### src/rtl/pc_sequencer.sv
// Fetch-side PC controller: owns the architectural PC and sequences boot, sequential
// fetch, branch redirect with a single flush bubble, stall and halt/resume.
module pc_sequencer #(
    parameter logic [31:0] RESET_PC = 32'h0000_0000,
    parameter logic [31:0] PC_INC   = 32'd4
) (
    input  logic        clk,
    input  logic        rst,
    input  logic        stall,
    input  logic        br_valid,
    input  logic [0:31] br_target,
    input  logic        halt,
    input  logic        resume,
    input  logic        imem_ack,
    output logic        imem_req,
    output logic [0:31] imem_addr,
    output logic        fetch_valid,
    output logic [0:31] fetch_pc,
    output logic        halted,
    output logic [1:0]  fsm_state
);

    typedef enum logic [1:0] {
        BOOT  = 2'd0,
        FETCH = 2'd1,
        REDIR = 2'd2,
        HALT  = 2'd3
    } state_t;

    state_t      state;
    logic [0:31] pc;
    logic [0:31] br_aligned;

    // Handshake: imem_req may drop in any cycle; a transfer happens only on an edge
    // where imem_req and imem_ack are both high, and that edge advances the PC.
    assign imem_req   = (state == FETCH) & ~stall & ~br_valid & ~halt;
    assign imem_addr  = pc;
    assign fsm_state  = state;
    // Bit 0 is the MSB, so the two word-offset bits sit at the right-hand end.
    assign br_aligned = br_target & 32'hFFFF_FFFC;

    always_ff @(posedge clk or posedge rst) begin
        if (rst) begin
            state       <= BOOT;
            pc          <= RESET_PC;
            fetch_valid <= 1'b0;
            fetch_pc    <= RESET_PC;
            halted      <= 1'b0;
        end else begin
            fetch_valid <= 1'b0;
            case (state)
                BOOT: begin
                    state  <= FETCH;
                    halted <= 1'b0;
                end
                FETCH: begin
                    if (br_valid) begin
                        pc    <= br_aligned;
                        state <= REDIR;
                    end else if (halt) begin
                        state  <= HALT;
                        halted <= 1'b1;
                    end else if (!stall && imem_ack) begin
                        pc          <= pc + PC_INC;
                        fetch_pc    <= pc;
                        fetch_valid <= 1'b1;
                    end
                end
                REDIR: begin
                    if (br_valid) begin
                        pc <= br_aligned;
                    end else if (halt) begin
                        state  <= HALT;
                        halted <= 1'b1;
                    end else begin
                        state <= FETCH;
                    end
                end
                HALT: begin
                    // Simultaneous halt and resume keeps the core parked.
                    if (resume && !halt) begin
                        state  <= FETCH;
                        halted <= 1'b0;
                    end
                end
                default: begin
                    state  <= BOOT;
                    halted <= 1'b0;
                end
            endcase
        end
    end

endmodule

### config.mk
export PLATFORM = sky130hd
export DESIGN_NAME = pc_sequencer
export DESIGN_NICKNAME = d
export VERILOG_FILES = /design/src/rtl/pc_sequencer.sv
export SDC_FILE = /design/constraint.sdc
export NUM_CORES = 1
export LEC_CHECK = 0
export ABC_AREA = 1
export CAP_MARGIN = 20
export CORE_MARGIN = 3
export CORE_UTILIZATION = 25
export CTS_CLUSTER_SIZE = 28
export DETAILED_ROUTE_END_ITERATION = 6
export PLACE_DENSITY = 0.48
export SYNTH_ARGS = -nofsm -noshare
export SYNTH_HDL_FRONTEND = slang
export SYNTH_SLANG_ARGS = --single-unit
### constraint.sdc
create_clock -name clk -period 1.9 [get_ports clk]
set_input_delay 0.38 -clock clk [delete_from_list [all_inputs] [get_ports clk]]
set_output_delay 0.38 -clock clk [all_outputs]
set_load 0.05 [all_outputs]
Word level (Yosys, flattened, before mapping):

Cells that the tools add are included.
Widths: inputs -> output; s select.

* add/sub/neg operators: 1
* equality and inequality tests: 11
* muxes and demuxes: 19
* bitwise logic cells: 6
* reduce and logical (&&, ||, !) cells: 11

Operators with widths (count)
* $mux 32: 4
* $pmux 32 s2: 1
* $add 32x3->32 const B: 1
* $mux 2: 5
* $ne 2x2->1 const B: 4
* $pmux 2 s4: 1
* $reduce_and 4->1: 2
* $mux 1: 7
* $ne 3x3->1 const B: 2
* $reduce_and 3->1: 2
* $eq 2x2->1 const B: 2
* $and 1x1->1: 3
* $ne 3x2->1 const B: 1
* $not 1->1: 3
* $pmux 1 s3: 1
* $eq 2x1->1 const B: 1
* $logic_and 1x1->1: 2
* $logic_not 1->1: 2
* $logic_not 2->1: 1
* $ne 2x1->1 const B: 1
* $reduce_bool 2->1: 1
* $reduce_or 2->1: 1

* register bits: 68
* input port bits: 39
* output and inout bits: 69
* word-level logic and storage cells: 53

Logic depth before layout (Yosys ltp):

* depth after elaboration: 6
* depth in mapped cells: 11
* gate-level depth less buffers: 10

Least setup slack after synthesis:

No wires, ideal clock.

* path kind: register -> register
* start point: register state[0], in the netlist fsm_state[0]
* end point: register fetch_pc[5] (netlist name)
* library setup time: 0.130 ns
* arrival: 1.972 ns
* data required time: 1.770 ns
* path slack: -0.202 ns
* stages on the path, launching flop included: 11
* path buffers: 2
* clock period less this slack: 2.102 ns
* cell sequence: dfrtp_1 > ha_1 > inv_1 > nor2_2 > nand2_2 > nor2_4 > nand2_2 > buf_6 > buf_6 > nand2_1 > o21ai_1

* cells in the longest elaborated chain, start to end: 2

Ends and longest elaborated chain
* start, declared: line 30 `state_t state;`
* start signal, assigned: line 44 `state <= BOOT;`
* start signal, assigned: line 53 `state <= FETCH;`
* start signal, assigned: line 59 `state <= REDIR;`
* $eq 2x1->1: line 51 `case (state)`
* $reduce_and 4->1 (no source line)
* end signal, assigned: line 65 `fetch_pc <= pc;`
* end, declared: line 18 `output logic [0:31] fetch_pc,`

Every way passes these cells.
A chain may end at the register's enable or synchronous reset.

Worst setup path in the final report:

* start point: register state[1], in the netlist fsm_state[1]
* end point: output port imem_req

* cells in the longest elaborated chain, start to end: 4

Ends and longest elaborated chain
* $eq 2x1->1: line 36 `assign imem_req = (state == FETCH) & ~stall & ~br_valid & ~halt;`
* $and 1x1->1 (3 in a row): line 36
* end, declared: line 15 `output logic imem_req,`

Every way passes these cells.

==> flow_summary.json <==
{
  "ys_seq_area_share_pct": 41.7,
  "final_cells": 826,
  "nNetsFinal": 681,
  "n_fill_cell": 1579,
  "slew_violations": 0,
  "ios": 108,
  "die_area_sq_um": 16900,
  "routed_wl_microns": 11900,
  "busiest_layer": "met2",
  "ys_seq_elements": 64,
  "ff2ff_setup_slack_ps": 180,
  "gp_congestion": 0.862,
  "vias": 3709,
  "yosysMostFrequentCell": "nand2_1",
  "synthXorXnorAreaFrac_pct": 0,
  "synthesis.area_sq_um": 3840,
  "rsz0062_at_grt": "true",
  "async_flop_share_pct": 100,
  "detailedPlacementHpwl_microns": 8940,
  "crit_path_end_kind": "output port",
  "worstSkewPairLatency_ps": 340,
  "htree_levels": 3,
  "setup_violations": 0,
  "drive_gt1_share_pct": 22.7,
  "postRouteAntennaNets": 0,
  "ys_types": 32,
  "die_x_microns": 130,
  "ir_drop_mv": 0.825,
  "worstPathMaxFanout": 4,
  "period_needed_ps": 1860,
  "antenna_cells": 0,
  "maxCapViolations": 0,
  "track_usage_pct": 14.5,
  "cts_buffers": 9,
  "outcome": "completed",
  "ff2ff_path_depth": 11,
  "areaGrowthSynthToFinish_pct": 37.7,
  "start_kind": "flop",
  "cts_buffer_depth": 2,
  "gr-total-overflow": 0,
  "clock_sinks": 64,
  "hold_class": "flop to flop",
  "antenna_found_initial": 0,
  "finalPower_w": 0.0104,
  "num_rows": 44,
  "p_leak_nw": 2.54,
  "grt.met1_usage_pct": 19.5,
  "place_ws_ps": -23.9,
  "fin_crit_sh_pct": 98.0,
  "yosysWarnings": 0,
  "cts_hold_buffers": 0,
  "grt_pass1_vias": 3525,
  "synthMuxAreaShare_pct": 0,
  "synth_top_family_by_area": "simple AND/OR/NAND/NOR gates",
  "met2_usage_pct": 22.7,
  "synth_common_cells": "nand2_1 (170), nor2_1 (67), dfrtp_1 (64)",
  "clock_skew_ps": 7.37,
  "cts_root_buf": "clkbuf_16",
  "fmaxAchievable_mhz": 537,
  "synth_compound_area_share_pct": 10.5,
  "path_clk_slew_ps": 50,
  "drt_iter0_drc": 237,
  "synth_edf_count": 0,
  "yosys.area_share.simple_pct": 37.2,
  "crit_arrival_ps": 1480,
  "synth_cells": 530,
  "cts_tree": "built",
  "wl_per_cell_microns": 14.4,
  "use_met3_pct": 3.64,
  "grt_max_degree": 65,
  "core_area_sq_um": 14800,
  "finalWorstSetupSlack_ps": 38.2,
  "synth_fa_ha_area_share_pct": 1.30,
  "synth_top_area_share_pct": 41.7,
  "synth.area.top_cells": "dfrtp_1 (42%), nand2_1 (17%), nor2_1 (6.6%), nand3_1 (5.2%), inv_1 (4.4%)",
  "synth_area_per_cell_sq_um": 7.24,
  "hold_depth": 2,
  "start_util_pct": 26.0,
  "portBuffers": 101,
  "first_pass_iters": 5,
  "critical_path_required_ps": 1520,
  "fp.dieH_microns": 130,
  "place_inst": 809,
  "synth_flop_cell": "dfrtp_1",
  "viasPerCell": 4.49,
  "criticalPathCategory": "flop to output port",
  "grt_pass1_wl_microns": 18800,
  "final_hold_viol_count": 0,
  "drc": 0,
  "synth_largest_area_cell": "dfrtp_1",
  "pwr_density_cell_nw_per_um2": 1960
}
-- kinds of logic (layout without fill, tap and decap cells) --
logic type      after synthesis  after routing
fa+ha+maj                     4              4
simple gates                320            320
compound gates               72             72
buf+inv                      69            178
other cells                   1              4
flops                        64             64
-- placed cells by master (no fill, tap or decap), drive strengths merged --
cell,n
nor4,1
conb,4
a21oi,12
o31ai,1
clkdlybuf4s50,37
inv,45
o21ai,51
bufinv,1
or2,2
and2,4
nor3,2
nand4,2
dfrtp,64
nand2,186
buf,80
a22oi,3
clkinv,2
clkbuf,12
clkinvlp,1
ha,4
nand3,41
a31oi,1
o22ai,4
nor2,82
-- layout make-up --
type,count,area [sq um],share of cell area [%]
tap,184,230,4.36
timing repair buffer,117,1050,19.8
inverter,46,176,3.34
clock buffer,12,267,5.04
clock inverter,3,40.0,0.758
sequential,64,1600,30.4
multi-input combinational,400,1920,36.4
-- power breakdown --
| group | internal [W] | leakage (nW) | switching [W] |
|---|---|---|---|
| Combinational | 0.00180 | 1.60 | 0.00416 |
| Clock | 0.00111 | 0.154 | 0.000594 |
| Sequential | 0.00200 | 0.781 | 0.000687 |
| Total | 0.00491 | 2.54 | 0.00545 |
-- through the flow --
step / instance area [sq um] / hold slack, ps / setup TNS, ps / utilization (%)
floorplan: 3870 / 511 / -29.7 / -
global placement: 4960 / 465 / 0 / 33.6
detailed placement: 4960 / 476 / -102 / 33.6
CTS: 5270 / 490 / 0 / 35.7
global route: 5290 / 502 / -51.5 / 35.8
finish: 5290 / 487 / 0 / 35.8
-- timing repair --
action,in CTS,in global routing
resized for setup,0,2
endpoints found under the hold margin,0,0
endpoints found under the setup margin,1,7
buffers inserted,1,1
pin swaps,1,1
-- metal layers --
layer	wire, microns	up-vias
met5	0	-
met4	187	0
met3	745	13
met2	5570	103
met1	5420	1697
li1	-	1896
-- final timing paths --
| kind | from | end |
|---|---|---|
| min in group asynchronous | rst | fetch_pc[16] |
| min | fetch_pc[22] | fetch_pc[22] |
| min reg2reg | fetch_pc[22] | fetch_pc[22] |
| max in group asynchronous | rst | fsm_state[0] |
| max reg2reg | fsm_state[1] | fetch_pc[17] |
| max | fsm_state[1] | imem_req |
-- sequential cells by signal (all words and copies together), names as in the netlist --
register     flops
halted           1
fsm_state        2
imem_addr       30
fetch_pc        30
fetch_valid      1
-- critical path: stages, from the launching register on --
cell and delay, ps:
dfrtp_2 430, inv_2 70, ha_4 150, inv_2 40
nor2_2 110, nand2_2 90, nor2_4 120, buf_12 140
(Power assumes the default switching activity.)
